<file path="config.mk">
export PLATFORM = sky130hd
export DESIGN_NAME = ace_snoop_collector
export DESIGN_NICKNAME = d
export VERILOG_FILES = /design/src/rtl/ace_snoop_collector.sv
export SDC_FILE = /design/constraint.sdc
export NUM_CORES = 1
export LEC_CHECK = 0
export CAP_MARGIN = 20
export CORE_AREA = 2 2 207 209
export DETAILED_ROUTE_END_ITERATION = 12
export DIE_AREA = 0 0 209 211
export PLACE_DENSITY = 0.51
export SYNTH_ARGS = -nofsm -noshare
export SYNTH_HDL_FRONTEND = slang
export SYNTH_SLANG_ARGS = --single-unit
</file>
<file path="constraint.sdc">
create_clock -name clk_i -period 4.8 [get_ports clk_i]
set_input_delay 0.48 -clock clk_i [delete_from_list [all_inputs] [get_ports clk_i]]
set_output_delay 0.48 -clock clk_i [all_outputs]
set_load 0.05 [all_outputs]
</file>
<file path="src/rtl/ace_snoop_collector.sv">
// ACE snoop collector: sends one AC request to a masked set of cached masters, merges their CR
// responses and forwards one cacheline of CD data from the lowest-index data source.
module ace_snoop_collector #(
    parameter int unsigned NoSnoopPorts   = 4,
    parameter int unsigned AddrWidth      = 64,
    parameter int unsigned DataWidth      = 64,
    parameter int unsigned CachelineBeats = 4
) (
    input  logic                              clk_i,
    input  logic                              rst_ni,
    // request from the CCU
    input  logic                              ac_valid_i,
    output logic                              ac_ready_o,
    input  logic [AddrWidth-1:0]              ac_addr_i,
    input  logic [3:0]                        ac_snoop_i,
    input  logic [2:0]                        ac_prot_i,
    input  logic [NoSnoopPorts-1:0]           ac_mask_i,
    // per-port snoop channels
    output logic [NoSnoopPorts-1:0]           ac_valid_o,
    input  logic [NoSnoopPorts-1:0]           ac_ready_i,
    output logic [AddrWidth-1:0]              ac_addr_o,
    output logic [3:0]                        ac_snoop_o,
    output logic [2:0]                        ac_prot_o,
    input  logic [NoSnoopPorts-1:0]           cr_valid_i,
    output logic [NoSnoopPorts-1:0]           cr_ready_o,
    input  logic [NoSnoopPorts*5-1:0]         cr_resp_i,
    input  logic [NoSnoopPorts-1:0]           cd_valid_i,
    output logic [NoSnoopPorts-1:0]           cd_ready_o,
    input  logic [NoSnoopPorts*DataWidth-1:0] cd_data_i,
    input  logic [NoSnoopPorts-1:0]           cd_last_i,
    // merged response and data to the CCU
    output logic                              cr_valid_o,
    input  logic                              cr_ready_i,
    output logic [4:0]                        cr_resp_o,
    output logic                              cd_valid_o,
    input  logic                              cd_ready_i,
    output logic [DataWidth-1:0]              cd_data_o,
    output logic                              cd_last_o,
    output logic                              busy_o,
    output logic                              proto_err_o
);

    localparam int unsigned CntWidth = (CachelineBeats > 1) ? $clog2(CachelineBeats) : 1;
    localparam int unsigned SelWidth = (NoSnoopPorts > 1) ? $clog2(NoSnoopPorts) : 1;
    localparam logic [CntWidth-1:0] LastBeat = CntWidth'(CachelineBeats - 1);

    typedef enum logic [1:0] {StIdle, StSnoop, StResp, StData} state_e;

    state_e                  state_q, state_d;
    logic [AddrWidth-1:0]    addr_q, addr_d;
    logic [3:0]              snoop_q, snoop_d;
    logic [2:0]              prot_q, prot_d;
    logic [NoSnoopPorts-1:0] ac_pend_q, ac_pend_d;
    logic [NoSnoopPorts-1:0] cr_pend_q, cr_pend_d;
    logic [NoSnoopPorts-1:0] dt_mask_q, dt_mask_d;
    logic [NoSnoopPorts-1:0] done_q, done_d;
    logic [4:0]              resp_q, resp_d;
    logic [SelWidth-1:0]     sel_q, sel_d;
    logic [CntWidth-1:0]     cnt_q [NoSnoopPorts];
    logic [CntWidth-1:0]     cnt_d [NoSnoopPorts];
    logic                    proto_err_q, proto_err_d;

    logic [NoSnoopPorts-1:0] cr_hs;
    logic [NoSnoopPorts-1:0] cd_hs;
    logic [SelWidth-1:0]     sel_lowest;
    logic                    sel_found;

    // Lowest-index port that announced a data transfer
    always_comb begin
        sel_lowest = '0;
        sel_found  = 1'b0;
        for (int i = 0; i < int'(NoSnoopPorts); i++) begin
            if (dt_mask_q[i] && !sel_found) begin
                sel_lowest = SelWidth'(i);
                sel_found  = 1'b1;
            end
        end
    end

    always_comb begin
        state_d     = state_q;
        addr_d      = addr_q;
        snoop_d     = snoop_q;
        prot_d      = prot_q;
        ac_pend_d   = ac_pend_q;
        cr_pend_d   = cr_pend_q;
        dt_mask_d   = dt_mask_q;
        done_d      = done_q;
        resp_d      = resp_q;
        sel_d       = sel_q;
        cnt_d       = cnt_q;
        proto_err_d = proto_err_q;

        ac_ready_o  = 1'b0;
        ac_valid_o  = '0;
        cr_ready_o  = '0;
        cd_ready_o  = '0;
        cr_valid_o  = 1'b0;
        cr_resp_o   = '0;
        cd_valid_o  = 1'b0;
        cd_data_o   = '0;
        cd_last_o   = 1'b0;
        cr_hs       = '0;
        cd_hs       = '0;

        unique case (state_q)
            StIdle: begin
                ac_ready_o = rst_ni;
                if (ac_valid_i && rst_ni) begin
                    addr_d    = ac_addr_i;
                    snoop_d   = ac_snoop_i;
                    prot_d    = ac_prot_i;
                    resp_d    = '0;
                    dt_mask_d = '0;
                    sel_d     = '0;
                    if (ac_mask_i != '0) begin
                        ac_pend_d = ac_mask_i;
                        cr_pend_d = ac_mask_i;
                        state_d   = StSnoop;
                    end else begin
                        state_d = StResp;
                    end
                end
            end

            StSnoop: begin
                ac_valid_o = ac_pend_q;
                ac_pend_d  = ac_pend_q & ~ac_ready_i;
                // A port's CR is only taken once its AC has been handshaked
                cr_ready_o = cr_pend_q & ~ac_pend_q;
                cr_hs      = cr_valid_i & cr_ready_o;
                cr_pend_d  = cr_pend_q & ~cr_hs;
                for (int i = 0; i < int'(NoSnoopPorts); i++) begin
                    if (cr_hs[i]) begin
                        resp_d = resp_d | cr_resp_i[i*5 +: 5];
                        if (cr_resp_i[i*5]) begin
                            dt_mask_d[i] = 1'b1;
                        end
                    end
                end
                if (ac_pend_q == '0 && cr_pend_q == '0) begin
                    sel_d   = sel_lowest;
                    state_d = StResp;
                end
            end

            StResp: begin
                cr_valid_o = 1'b1;
                cr_resp_o  = resp_q;
                if (cr_ready_i) begin
                    if (dt_mask_q != '0) begin
                        done_d = '0;
                        for (int i = 0; i < int'(NoSnoopPorts); i++) begin
                            cnt_d[i] = '0;
                        end
                        state_d = StData;
                    end else begin
                        state_d = StIdle;
                    end
                end
            end

            StData: begin
                cd_valid_o = cd_valid_i[sel_q] & ~done_q[sel_q];
                cd_data_o  = cd_data_i[int'(sel_q)*DataWidth +: DataWidth];
                cd_last_o  = (cnt_q[sel_q] == LastBeat) & ~done_q[sel_q];
                for (int i = 0; i < int'(NoSnoopPorts); i++) begin
                    if (dt_mask_q[i] && !done_q[i]) begin
                        // Non-selected data sources are drained unconditionally
                        cd_ready_o[i] = (SelWidth'(i) == sel_q) ? cd_ready_i : 1'b1;
                    end
                end
                cd_hs = cd_valid_i & cd_ready_o;
                for (int i = 0; i < int'(NoSnoopPorts); i++) begin
                    if (cd_hs[i]) begin
                        if (cd_last_i[i] != (cnt_q[i] == LastBeat)) begin
                            proto_err_d = 1'b1;
                        end
                        if (cnt_q[i] == LastBeat) begin
                            cnt_d[i]  = '0;
                            done_d[i] = 1'b1;
                        end else begin
                            cnt_d[i] = cnt_q[i] + 1'b1;
                        end
                    end
                end
                if ((done_d & dt_mask_q) == dt_mask_q) begin
                    state_d = StIdle;
                end
            end

            default: state_d = StIdle;
        endcase
    end

    always_ff @(posedge clk_i or negedge rst_ni) begin
        if (!rst_ni) begin
            state_q     <= StIdle;
            addr_q      <= '0;
            snoop_q     <= '0;
            prot_q      <= '0;
            ac_pend_q   <= '0;
            cr_pend_q   <= '0;
            dt_mask_q   <= '0;
            done_q      <= '0;
            resp_q      <= '0;
            sel_q       <= '0;
            proto_err_q <= 1'b0;
            for (int i = 0; i < int'(NoSnoopPorts); i++) begin
                cnt_q[i] <= '0;
            end
        end else begin
            state_q     <= state_d;
            addr_q      <= addr_d;
            snoop_q     <= snoop_d;
            prot_q      <= prot_d;
            ac_pend_q   <= ac_pend_d;
            cr_pend_q   <= cr_pend_d;
            dt_mask_q   <= dt_mask_d;
            done_q      <= done_d;
            resp_q      <= resp_d;
            sel_q       <= sel_d;
            proto_err_q <= proto_err_d;
            for (int i = 0; i < int'(NoSnoopPorts); i++) begin
                cnt_q[i] <= cnt_d[i];
            end
        end
    end

    assign ac_addr_o   = addr_q;
    assign ac_snoop_o  = snoop_q;
    assign ac_prot_o   = prot_q;
    assign busy_o      = (state_q != StIdle);
    assign proto_err_o = proto_err_q;

endmodule

</file>
; ---- After elaboration in Yosys (flattened, before gate mapping)
; Index checks and enable logic that the tools add are counted.
[word_totals]
wordCells = 216
ram_bits = 0
mem_count = 0
regBits = 105
mem_bits_ro = 0
in_bits = 372
latchBits = 0
[classes]
order_cmp = 2
n_reduce_logical = 39
mux = 101
n_shift = 1
bitwise = 17
n_mul = 0
addsub = 4
div_mod_pow = 0
n_eq_ne = 34
[op_table]
columns = operator, n
row1 = $shiftx 256x9->64, 1
row2 = $mux 64, 1
row3 = $mux 1, 50
row4 = $mux 5, 9
row5 = $mux 2, 20
row6 = $ne 2x2->1 const B, 18
row7 = $reduce_and 4->1, 9
row8 = $mux 4, 8
row9 = $pmux 4 s2, 4
row10 = $and 4x4->4, 6
row11 = $or 5x5->5, 4
row12 = $mux 8, 2
row13 = $pmux 8 s2, 1
row14 = $eq 2x2->1 const B, 7
row15 = $not 4->4, 3
row16 = $pmux 5 s2, 1
row17 = $logic_and 1x1->1, 9
row18 = $reduce_and 3->1, 3
row19 = $add 2x1->2 const B, 4
row20 = $logic_not 4->1, 2
row21 = $pmux 2 s4, 1
row22 = $reduce_bool 4->1, 2
row23 = $logic_not 1->1, 7
row24 = $reduce_bool 2->1, 3
row25 = other kinds (15), 23

; ---- Longest topological paths before layout
; Gate-level depths: netlist of run 1.
[logic_depth]
depth_word = 14
mapped_depth = 7

; ---- Least setup slack after synthesis of run 1
; Ideal clock, no wire load.
[synth_path]
path_type = register to output
start = reg sel_q[0]
end = out cd_valid_o
stages_incl_launch_ff = 5
t_arrival_ns = 1.779
slack_ns = 2.541
required_ns = 4.320
cell_sequence = dfrtp_1 > buf_6 > mux4_2 > nand2b_1 > nor2b_1
[synth_between]
elab_chain_len = 5
word_cells_on_any_way = 7
cone_classes = 5 x mux / 2 x bitwise
[synth_rtl]
columns = element, line_no
row1 = "start, declared", 58  ; logic [SelWidth-1:0] sel_q, sel_d;
row2 = "start signal, assigned", 222  ; sel_q <= sel_d;
row3 = $bmux 1 s2, 164  ; cd_valid_o = cd_valid_i[sel_q] & ~done_q[sel_q];
row4 = $mux 1 (implied by the code), 164
row5 = $not 1->1, 164
row6 = $and 1x1->1 (*), 164
row7 = $mux 1 (*), 106  ; unique case (state_q)
row8 = "end, declared", 35  ; output logic cd_valid_o,
; Mark *: on every way between the ends. The rest lies on a longest branch, timed or not. The select of a mux whose other input is x is not followed.

; ---- Worst setup path after layout of run 1
[layout_path]
start = reg sel_q[0]
end = out cd_data_o[47]
[layout_between]
elab_chain_len = 2
[layout_rtl]
columns = element, line_no
row1 = $shiftx 256x9->64, 165  ; cd_data_o = cd_data_i[int'(sel_q)*DataWidth +: DataWidth];
row2 = $mux 64, 106
row3 = "end, declared", 37  ; output logic [DataWidth-1:0] cd_data_o,
; Every way passes these cells.

==> results of run 1 <==
## per-layer routing
layer | part of all wire | vias to the layer above | global-route usage
li1 | - | 3379 | -
met1 | 0.38 | 3637 | 0.190
met2 | 0.52 | 331 | 0.308
met3 | 0.077 | 54 | 0.0514
met4 | 0.027 | 20 | 0.0672
met5 | 0.0035 | - | 0
## sequential cells by signal, indices dropped and copies added (netlist names)
signal       flops
cnt_q            8
ac_pend_q        4
done_q           4
sel_q            2
ac_prot_o        3
dt_mask_q        4
resp_q           5
proto_err_o      1
ac_snoop_o       4
state_q          2
ac_addr_o       64
cr_pend_q        4
## per-stage QoR
stage | utilization | setup slack (ns)
after floorplan | - | 2.54
after global placement | 0.300 | 1.54
after detailed placement | 0.300 | 1.50
after CTS | 0.307 | 1.10
after global routing | 0.307 | 0.992
final | 0.307 | 1.20
## power by group through the flow
stage,Sequential (W),Clock (W),Combinational [W]
floorplan,0.00262,0,0.00238
CTS,0.00168,0.000808,0.00533
finish,0.00168,0.000767,0.00528
global placement,0.00168,0,0.00530
global route,0.00175,0.000836,0.00554
detailed placement,0.00170,0,0.00531
## area by class of cell
type | instances | area [sq um] | area share
timing repair buffer | 536 | 5360 | 0.418
multi-input combinational | 515 | 3800 | 0.296
sequential | 105 | 2640 | 0.205
tap | 539 | 674 | 0.0526
clock buffer | 12 | 256 | 0.0200
inverter | 12 | 45.0 | 0.00351
clock inverter | 4 | 33.8 | 0.00263
antenna | 9 | 22.5 | 0.00176
## worst reg2reg max path: stages, from the launching register on
cell	delay (ns)
sky130_fd_sc_hd__dfrtp_4	0.91
sky130_fd_sc_hd__buf_12	0.38
sky130_fd_sc_hd__or3b_2	0.25
sky130_fd_sc_hd__nand3_1	0.10
sky130_fd_sc_hd__a2111oi_2	0.72
sky130_fd_sc_hd__o221ai_1	0.24
## path summary, 6_finish.rpt
kind                                          from                       end  depth (start not counted)
setup / recovery              sel_q[0]$_DFFE_PN0P_             cd_data_o[47]                          4
hold / removal                              rst_ni  ac_addr_o[9]$_DFFE_PN0P_                          1
setup reg to reg              sel_q[0]$_DFFE_PN0P_    state_q[0]$_DFFE_PN0P_                          5
hold reg to reg            proto_err_o$_DFFE_PN0P_   proto_err_o$_DFFE_PN0P_                          1
max in group asynchronous                   rst_ni      sel_q[1]$_DFFE_PN0P_                          2
min in group clk_i         proto_err_o$_DFFE_PN0P_   proto_err_o$_DFFE_PN0P_                          1
## synth_stat cells, types with 6 or more instances
cell type	n	area share
sky130_fd_sc_hd__nand2_1	236	0.13
sky130_fd_sc_hd__buf_2	18	0.013
sky130_fd_sc_hd__nor2_1	17	0.0095
sky130_fd_sc_hd__nand4_1	9	0.0084
sky130_fd_sc_hd__buf_4	6	0.0067
sky130_fd_sc_hd__dfrtp_1	105	0.39
sky130_fd_sc_hd__clkbuf_1	22	0.012
sky130_fd_sc_hd__nor2b_1	8	0.0075
sky130_fd_sc_hd__a22o_1	8	0.010
sky130_fd_sc_hd__o31ai_1	7	0.0078
sky130_fd_sc_hd__inv_1	12	0.0067
sky130_fd_sc_hd__nand3_1	10	0.0075
sky130_fd_sc_hd__mux4_2	66	0.22
sky130_fd_sc_hd__and3_1	8	0.0075
sky130_fd_sc_hd__o21ai_0	13	0.0097
sky130_fd_sc_hd__and2_1	71	0.066
sky130_fd_sc_hd__nor3_1	6	0.0045
## cells in the final DEF, fill, tap and decap left out, types with 5 or more instances in the layout
master / count
sky130_fd_sc_hd__inv_1: 12
sky130_fd_sc_hd__mux4_2: 66
sky130_fd_sc_hd__nor3_1: 6
sky130_fd_sc_hd__o21ai_0: 13
sky130_fd_sc_hd__dfrtp_1: 103
sky130_fd_sc_hd__o31ai_1: 7
sky130_fd_sc_hd__nand3_1: 10
sky130_fd_sc_hd__clkdlybuf4s50_1: 528
sky130_fd_sc_hd__nand4_1: 9
sky130_fd_sc_hd__nor2_1: 16
sky130_fd_sc_hd__nor2b_1: 8
sky130_fd_sc_hd__a22o_1: 8
sky130_fd_sc_hd__a221oi_1: 5
sky130_fd_sc_hd__clkbuf_16: 9
sky130_fd_sc_hd__diode_2: 9
sky130_fd_sc_hd__buf_4: 7
sky130_fd_sc_hd__and2_1: 70
sky130_fd_sc_hd__and3_1: 8
sky130_fd_sc_hd__nand2_1: 236
sky130_fd_sc_hd__nor4_1: 5
## cell families after synthesis
logic type / Yosys count
AOI/OAI and AO/OA: 54
xor gates and xnor gates: 4
adders and majority gates: 4
buffers and inverters: 63
DFF: 105
muxes: 68
and+or+nand+nor: 385
==> results_dict.tcl, run 1 <==
set metrics [dict create \
    final-instance-count-excl-fill 1732 \
    synthFlopType "sky130_fd_sc_hd__dfrtp_1" \
    crit_required_ns 4.32 \
    critical_path_peak_fanout 37 \
    power.internal_w 0.00367 \
    layout-drive-gt1-share 0.0878 \
    setup_total_negative_slack_ns 0 \
    max_cap_viol_count 0 \
    yosys_warnings 0 \
    cts_tree "yes" \
    crit_buf_inv 2 \
    power.share.sequential 0.217 \
    cell_family_with_the_largest_share_of_critical_path_delay "buffers and inverters" \
    finish.net_count 1555 \
    post_cts_buffers 0 \
    final-max-slew-violation-count 0 \
    synthMuxAreaShare 0.225 \
    io-pin-count 530 \
    global_route_wire_length_before_repair_mm 54.6 \
    worst-endpoint-arrival_ns 3.12 \
    worstHoldPathType "input port to asynchronous set/reset pin" \
    number_of_gates_resized_after_cts 0 \
    max-vdd-ir-drop_v 0.000260 \
    synth_top_family_by_area "simple AND/OR/NAND/NOR gates" \
    hold_viol 0 \
    synth_seq_cells 105 \
    cts_sinks 105 \
    number_of_library_cell_types_mapped_by_synthesis 44 \
    final.fill_count 4345 \
    synthesis.instances 683 \
    die_width_um 209 \
    final_min_period_over_clock_period 0.750 \
    cp-end-kind "primary output" \
    final_antenna_net_count 0 \
    clock_tree.buffer_depth 2 \
    buffer_ports.inserted 529 \
    grt_start_max_net_pins 76 \
    route.vias.total 7421 \
    floorplan.die_area_sq_um 44100 \
    detail_route.wirelength_mm 39.0 \
    dr.first_iter.drc_count 510 \
    area.growth.synth_to_final_pct 91.0 \
    synth.net_count 1059 \
    cts_hold_buffers 0 \
    synth_async_sr_flop_share 1.00 \
    die_height_um 211 \
    detailed_router_iteration_count_before_antenna_repair 6 \
    switching_power_w 0.00405 \
    remaining_drc_errors 0 \
    synth_xor_xnor_area_share 0.00522 \
    globalRouteTotalUtil 0.171 \
    power_frac_comb 0.683 \
    worstPathCellList "buf_12 -> mux4_2 -> and2_1 -> clkdlybuf4s50_1" \
    slowest_stage "sky130_fd_sc_hd__dfrtp_4" \
    clockPowerShare 0.099 \
    post-route-min-period_ns 3.60 \
    dpl_cell_area_sq_um 12500 \
    ff2ff_setup_slack_ns 2.05 \
    report.power.total_w 0.00772 \
    placed_cells 1707 \
    grt_setup_unrepaired "false" \
    cts_buffers 9 \
    status "complete, no violations" \
    synth-edff-count 0 \
    cts-htree-levels 3 \
    crit_type "flop to primary output" \
    floorplan.rows 75 \
    timing.hold.ws_ns 0.102 \
    grt_pass1_vias 7700 \
    initial_core_util 0.161 \
    power_density_nw_per_um2 602 \
    drt-wirelength-per-cell_um 22.5 \
    design_area_sq_um 12800 \
    fmax_ghz 0.278 \
    crit_path_max_incr_delay_ns 0.91 \
    syn_area_per_cell_sq_um 9.83 \
    finalWeightedCongestion 0.914 \
    tightestPinTransition_ns 1.10 \
    timing.final.setup_violations 0 \
    netlist_area_sq_um 6710 \
    yosysSeqAreaShare 0.391 \
    synth_fa_ha_area_frac 0.00745 \
    grt_antenna_before_repair 21 \
    viasPerCell 4.28 \
    static-leakage-power_nw 5.12 \
    root_buffer "sky130_fd_sc_hd__clkbuf_16" \
    synth-compound-area-share 0.0622 \
    switching_share 0.525 \
    grt-ovfl-total 0 \
    clk_pin_slew_worst_paths_ns 0.08 \
    floorplan.core_area_sq_um 41800 \
    clock_skew_ns 0.0115 \
    worst_setup_path_start_kind "flop" \
    clock_insertion_delay_worst_skew_ns 0.36 \
    maxSlewHeadroom 0.264 \
    synth_simple_gate_area_share 0.265 \
    dpl.hpwl_mm 31.6 \
]
(Power assumes the default switching activity.)
==> inputs of run 2 (changes only) <==
--- a/config.mk
+++ b/config.mk
@@ -9,7 +9,7 @@
 export CORE_AREA = 2 2 207 209
 export DETAILED_ROUTE_END_ITERATION = 12
 export DIE_AREA = 0 0 209 211
-export PLACE_DENSITY = 0.51
+export PLACE_DENSITY = 0.53
 export SYNTH_ARGS = -nofsm -noshare
 export SYNTH_HDL_FRONTEND = slang
 export SYNTH_SLANG_ARGS = --single-unit
==> constraint.sdc (replaced) <==
create_clock -name clk_i -period 3.1 [get_ports clk_i]
set_input_delay 0.31 -clock clk_i [delete_from_list [all_inputs] [get_ports clk_i]]
set_output_delay 0.31 -clock clk_i [all_outputs]
set_load 0.05 [all_outputs]
==> results_dict.tcl, run 2 (synthesis results as in run 1) <==
set metrics [dict create \
    grt_antenna_before_repair 8 \
    static-leakage-power_nw 5.27 \
    io-pin-count 530 \
    final_antenna_net_count 0 \
    die_height_um 211 \
    fmax_ghz 0.351 \
    cell_family_with_the_largest_share_of_critical_path_delay "buffers and inverters" \
    dpl.hpwl_mm 31.5 \
    multi_input_area_sq_um 3800 \
    setup_total_negative_slack_ns 0 \
    cts_tree "yes" \
    setup_ws_ns 0.252 \
    dr.first_iter.drc_count 460 \
    power_density_nw_per_um2 933 \
    crit_buf_inv 1 \
    grt_pass1_vias 7886 \
    detail_route.wirelength_mm 38.3 \
    layout.area.seq_sq_um 2640 \
    layout_common_cells "454 x sky130_fd_sc_hd__clkdlybuf4s50_1, 236 x sky130_fd_sc_hd__nand2_1, 103 x sky130_fd_sc_hd__dfrtp_1" \
    floorplan.rows 75 \
    timing.final.setup_violations 0 \
    critical_path_peak_fanout 20 \
    die_width_um 209 \
    remaining_drc_errors 0 \
    crit_path_max_incr_delay_ns 0.82 \
    post-route-min-period_ns 2.85 \
    final.fill_count 4371 \
    floorplan.core_area_sq_um 41800 \
    dpl_worst_slack_ns 0.628 \
    clock_skew_ns 0.0143 \
    maxSlewHeadroom 0.272 \
    status "complete, no violations" \
    mostFrequentLayoutCell "sky130_fd_sc_hd__clkdlybuf4s50_1" \
    root_buffer "sky130_fd_sc_hd__clkbuf_16" \
    clk_pin_slew_worst_paths_ns 0.08 \
    clock_insertion_delay_worst_skew_ns 0.37 \
    worstHoldPathType "input port to asynchronous set/reset pin" \
    initial_core_util 0.161 \
    grt_start_max_net_pins 58 \
    worst-endpoint-arrival_ns 2.54 \
    cts-htree-levels 3 \
    worst_setup_path_start_kind "flop" \
    route.vias.total 7474 \
    slowest_stage "sky130_fd_sc_hd__clkdlybuf4s50_1" \
    clock_tree.buffer_depth 2 \
    area.growth.synth_to_final_pct 89.2 \
    tightestPinTransition_ns 1.08 \
    cts_sinks 105 \
    detailed_router_iteration_count_before_antenna_repair 4 \
    cts_buffers 9 \
    cp-end-kind "primary output" \
    crit_type "flop to primary output" \
    final_min_period_over_clock_period 0.919 \
    buffer_ports.inserted 529 \
    finish.net_count 1563 \
    finalWeightedCongestion 0.954 \
    floorplan.die_area_sq_um 44100 \
    final-max-slew-violation-count 0 \
    hold_viol 0 \
    drt-wirelength-per-cell_um 22.1 \
    largest_register_ffs 64 \
    worstPathCellList "and2_2 -> and2_1 -> clkdlybuf4s50_1" \
    viasPerCell 4.31 \
    globalRouteTotalUtil 0.169 \
    global_route_wire_length_before_repair_mm 54.7 \
    max_cap_viol_count 0 \
    layout-drive-gt1-share 0.156 \
    max-vdd-ir-drop_v 0.000576 \
    grt_setup_unrepaired "false" \
    grt-ovfl-total 0 \
    crit_required_ns 2.79 \
]
-- run 2: cell types whose count changed in the layout (fill, tap and decap cells not counted), moves of 2 or more --
cell,delta
sky130_fd_sc_hd__diode_2,-5
sky130_fd_sc_hd__buf_4,+80
sky130_fd_sc_hd__clkdlybuf4s50_1,-74
sky130_fd_sc_hd__clkinv_4,+3
sky130_fd_sc_hd__clkbuf_8,-2
-- run 2: area by class of cell --
cell class / instances / area share
Timing Repair Buffer: 544 / 0.413
Tap cell: 539 / 0.0531
Sequential cell: 105 / 0.207
Clock buffer: 9 / 0.0177
Multi-Input combinational cell: 515 / 0.299
Antenna cell: 4 / 0.000788
Inverter: 12 / 0.00355
Clock inverter: 7 / 0.00493
-- run 2: worst reg2reg max path, cell delays in order, from the launching register on --
cell                      delay (ns)
sky130_fd_sc_hd__dfrtp_1        0.79
sky130_fd_sc_hd__and2_2         0.37
sky130_fd_sc_hd__buf_4          0.39
sky130_fd_sc_hd__and4_1         0.36
sky130_fd_sc_hd__a21oi_1        0.08
sky130_fd_sc_hd__a22o_1         0.19
-- run 2: metrics by stage --
step | util | area [sq um] | power, W | hold slack, ns | std cells
floorplan | - | 6710 | 0.00774 | 0.0144 | 683
global placement | 0.297 | 12400 | 0.0108 | 0.218 | 1714
detailed placement | 0.297 | 12400 | 0.0108 | 0.224 | 1714
CTS | 0.304 | 12700 | 0.0120 | 0.378 | 1731
global route | 0.304 | 12700 | 0.0125 | 0.412 | 1735
finish | 0.304 | 12700 | 0.0119 | 0.382 | 1735
-- run 2: power by group --
| group | switching, W | internal [W] | leakage [nW] |
|---|---|---|---|
| clock | 0.000590 | 0.000564 | 0.144 |
| sequential | 0.000462 | 0.00202 | 1.35 |
| combinational | 0.00529 | 0.00293 | 3.78 |
| total | 0.00634 | 0.00551 | 5.27 |
-- run 2: path summary, 6_finish.rpt --
kind / start / endpoint / slack (ns) / cells after the start
worst max register to register: state_q[1]$_DFFE_PN0P_ / cnt_q[3]$_DFFE_PN0P_ / 0.79 / 5
worst min register to register: proto_err_o$_DFFE_PN0P_ / proto_err_o$_DFFE_PN0P_ / 0.46 / 1
min in group clk_i: proto_err_o$_DFFE_PN0P_ / proto_err_o$_DFFE_PN0P_ / 0.46 / 1
max in group asynchronous: rst_ni / sel_q[1]$_DFFE_PN0P_ / 1.56 / 3
worst max-delay path: state_q[1]$_DFFE_PN0P_ / cd_data_o[4] / 0.25 / 3
worst min-delay path: rst_ni / ac_addr_o[28]$_DFFE_PN0P_ / 0.38 / 2
-- run 2: layer usage --
layer  track usage  wire length (um)  vias to the layer above
met3        0.0529              3160                       36
met4        0.0505               699                        4
met1         0.197             15100                     3700
li1              -                 -                     3386
met2         0.299             19300                      348
met5             0                27                        -
-- run 2: what timing repair did --
action / 4_1_cts / 5_1_grt
buffers inserted: 0 / 0
endpoints found under the setup margin: 0 / 0
gates resized for setup: 0 / 0
endpoints found under the hold margin: 16 / 0
hold buffers: 1 / 0
==> inputs of run 3 (changes only) <==
--- a/config.mk
+++ b/config.mk
@@ -6,10 +6,12 @@
 export NUM_CORES = 1
 export LEC_CHECK = 0
 export CAP_MARGIN = 20
-export CORE_AREA = 2 2 207 209
+export CORE_AREA = 2 2 209 211
 export DETAILED_ROUTE_END_ITERATION = 12
-export DIE_AREA = 0 0 209 211
-export PLACE_DENSITY = 0.53
+export DIE_AREA = 0 0 211 213
+export DONT_BUFFER_PORTS = 1
+export PLACE_DENSITY = 0.35
+export SLEW_MARGIN = 0
 export SYNTH_ARGS = -nofsm -noshare
 export SYNTH_HDL_FRONTEND = slang
 export SYNTH_SLANG_ARGS = --single-unit
==> results_dict.tcl, run 3 (synthesis results as in run 1) <==
set metrics [dict create \
    maxSlewHeadroom 0.479 \
    max_cap_viol_count 0 \
    ff2ff_setup_slack_ns 0.83 \
    power_density_nw_per_um2 1260 \
    worstRegToRegCells 3 \
    tightestPinTransition_ns 0.779 \
    final.fill_count 4699 \
    hold_ep "ac_addr_o[12]$_DFFE_PN0P_" \
    grt_antenna_before_repair 22 \
    setup_ws_ns 0.369 \
    worst_r2r_startpoint "state_q[1]$_DFFE_PN0P_" \
    crit_required_ns 2.79 \
    post-route-min-period_ns 2.73 \
    layout.area.seq_sq_um 2640 \
    slowest_stage "sky130_fd_sc_hd__dfrtp_4" \
    fmax_ghz 0.366 \
    global_route_wire_length_before_repair_mm 44.9 \
    grt_pass1_vias 5766 \
    buffer_ports.inserted 0 \
    multi_input_area_sq_um 3800 \
    final-instance-count-excl-fill 1232 \
    worstPathCellList "buf_4 -> mux4_2 -> and2_1" \
    mostFrequentLayoutCell "sky130_fd_sc_hd__nand2_1" \
    clock_insertion_delay_worst_skew_ns 0.37 \
    remaining_drc_errors 0 \
    clk_pin_slew_worst_paths_ns 0.08 \
    root_buffer "sky130_fd_sc_hd__clkbuf_16" \
    io-pin-count 530 \
    worstHoldPathType "input port to flop" \
    cts_buffers 9 \
    clock_tree.buffer_depth 2 \
    cts_tree "yes" \
    crit_path_max_incr_delay_ns 0.70 \
    floorplan.rows 76 \
    max-vdd-ir-drop_v 0.000649 \
    clock_skew_ns 0.00682 \
    post_cts_buffers 0 \
    finish.net_count 1046 \
    initial_core_util 0.157 \
    cp-end-kind "primary output" \
    dpl_worst_slack_ns 0.702 \
    finalWeightedCongestion 1.13 \
    worst_setup_path_start_kind "flop" \
    final_min_period_over_clock_period 0.881 \
    worst-endpoint-arrival_ns 2.42 \
    detailed_router_iteration_count_before_antenna_repair 5 \
    grt_setup_unrepaired "false" \
    area.growth.synth_to_final_pct 15.6 \
    final_antenna_net_count 0 \
    crit_type "flop to primary output" \
    min_path_cells 2 \
    detail_route.wirelength_mm 34.5 \
    viasPerCell 4.52 \
    static-leakage-power_nw 3.20 \
    hold_viol 0 \
    layout-drive-gt1-share 0.181 \
    layout_common_cells "236 x sky130_fd_sc_hd__nand2_1, 103 x sky130_fd_sc_hd__dfrtp_1, 70 x sky130_fd_sc_hd__and2_1" \
    design_area_sq_um 7760 \
    floorplan.core_area_sq_um 42700 \
    cts_sinks 105 \
    dr.first_iter.drc_count 432 \
    floorplan.die_area_sq_um 44900 \
    final-max-slew-violation-count 0 \
    timing.final.setup_violations 0 \
    r2r_endpoint "done_q[0]$_DFFE_PN0P_" \
    setup_total_negative_slack_ns 0 \
    grt_start_max_net_pins 106 \
    grt-ovfl-total 0 \
    critical_path_peak_fanout 23 \
    globalRouteTotalUtil 0.145 \
    dpl.hpwl_mm 27.9 \
    worst_hold_startpoint "ac_addr_i[12]" \
    placed_cells 1203 \
    die_width_um 211 \
    status "complete, no violations" \
    cts-htree-levels 3 \
    dpl_cell_area_sq_um 7400 \
    die_height_um 213 \
    route.vias.total 5566 \
    report.power.total_w 0.00980 \
    largest_register_ffs 64 \
    drt-wirelength-per-cell_um 28.0 \
]
[run 3: how the worst max path moves through the flow]
stage	from	endpoint	slack (ns)	depth (start not counted)
floorplan	sel_q[0]$_DFFE_PN0P_	cd_valid_o	1.01	4
global placement	sel_q[0]$_DFFE_PN0P_	cd_data_o[1]	0.70	3
detailed placement	sel_q[0]$_DFFE_PN0P_	cd_data_o[1]	0.70	3
CTS	sel_q[0]$_DFFE_PN0P_	cd_data_o[1]	0.28	3
global route	state_q[1]$_DFFE_PN0P_	cd_data_o[36]	0.22	3
finish	sel_q[0]$_DFFE_PN0P_	cd_data_o[21]	0.37	3
[run 3: worst max-delay path, delay by kind of cell (launching register included)]
kind / cells / cell delay, ns
buf+inv: 1 / 0.37
flops: 1 / 0.70
mux: 1 / 0.60
simple gates: 1 / 0.36
[run 3: metal layers]
metal	global-route usage	part of all wire	up-vias
met3	0.0600	0.11	58
met1	0.155	0.36	2722
met4	0.0544	0.027	20
li1	-	-	2368
met2	0.255	0.51	398
met5	0	0.0041	-
[run 3: area by class of cell]
cell class / instances / share of cell area
multi-input combinational: 515 / 0.490
antenna: 12 / 0.00387
clock buffer: 10 / 0.0295
inverter: 12 / 0.00581
sequential: 105 / 0.340
clock inverter: 5 / 0.00742
tap: 546 / 0.0881
timing repair buffer: 27 / 0.0355
[run 3: power by group]
part	switching (W)	internal [W]	leakage (nW)	total [W]
clock	0.000571	0.000622	0.131	0.00119
combinational	0.00306	0.00124	1.72	0.00430
sequential	0.00232	0.00199	1.35	0.00431
[run 3: metrics by stage]
stage               hold WS, ns   util
detailed placement       0.0170  0.173
global route             0.0284  0.181
floorplan                0.0144      -
global placement         0.0176  0.173
CTS                      0.0111  0.181
finish                   0.0370  0.182
[run 3: timing repair]
action	in CTS	in global routing
hold buffers	2	0
endpoints found under the hold margin	105	0
resized for setup	0	0
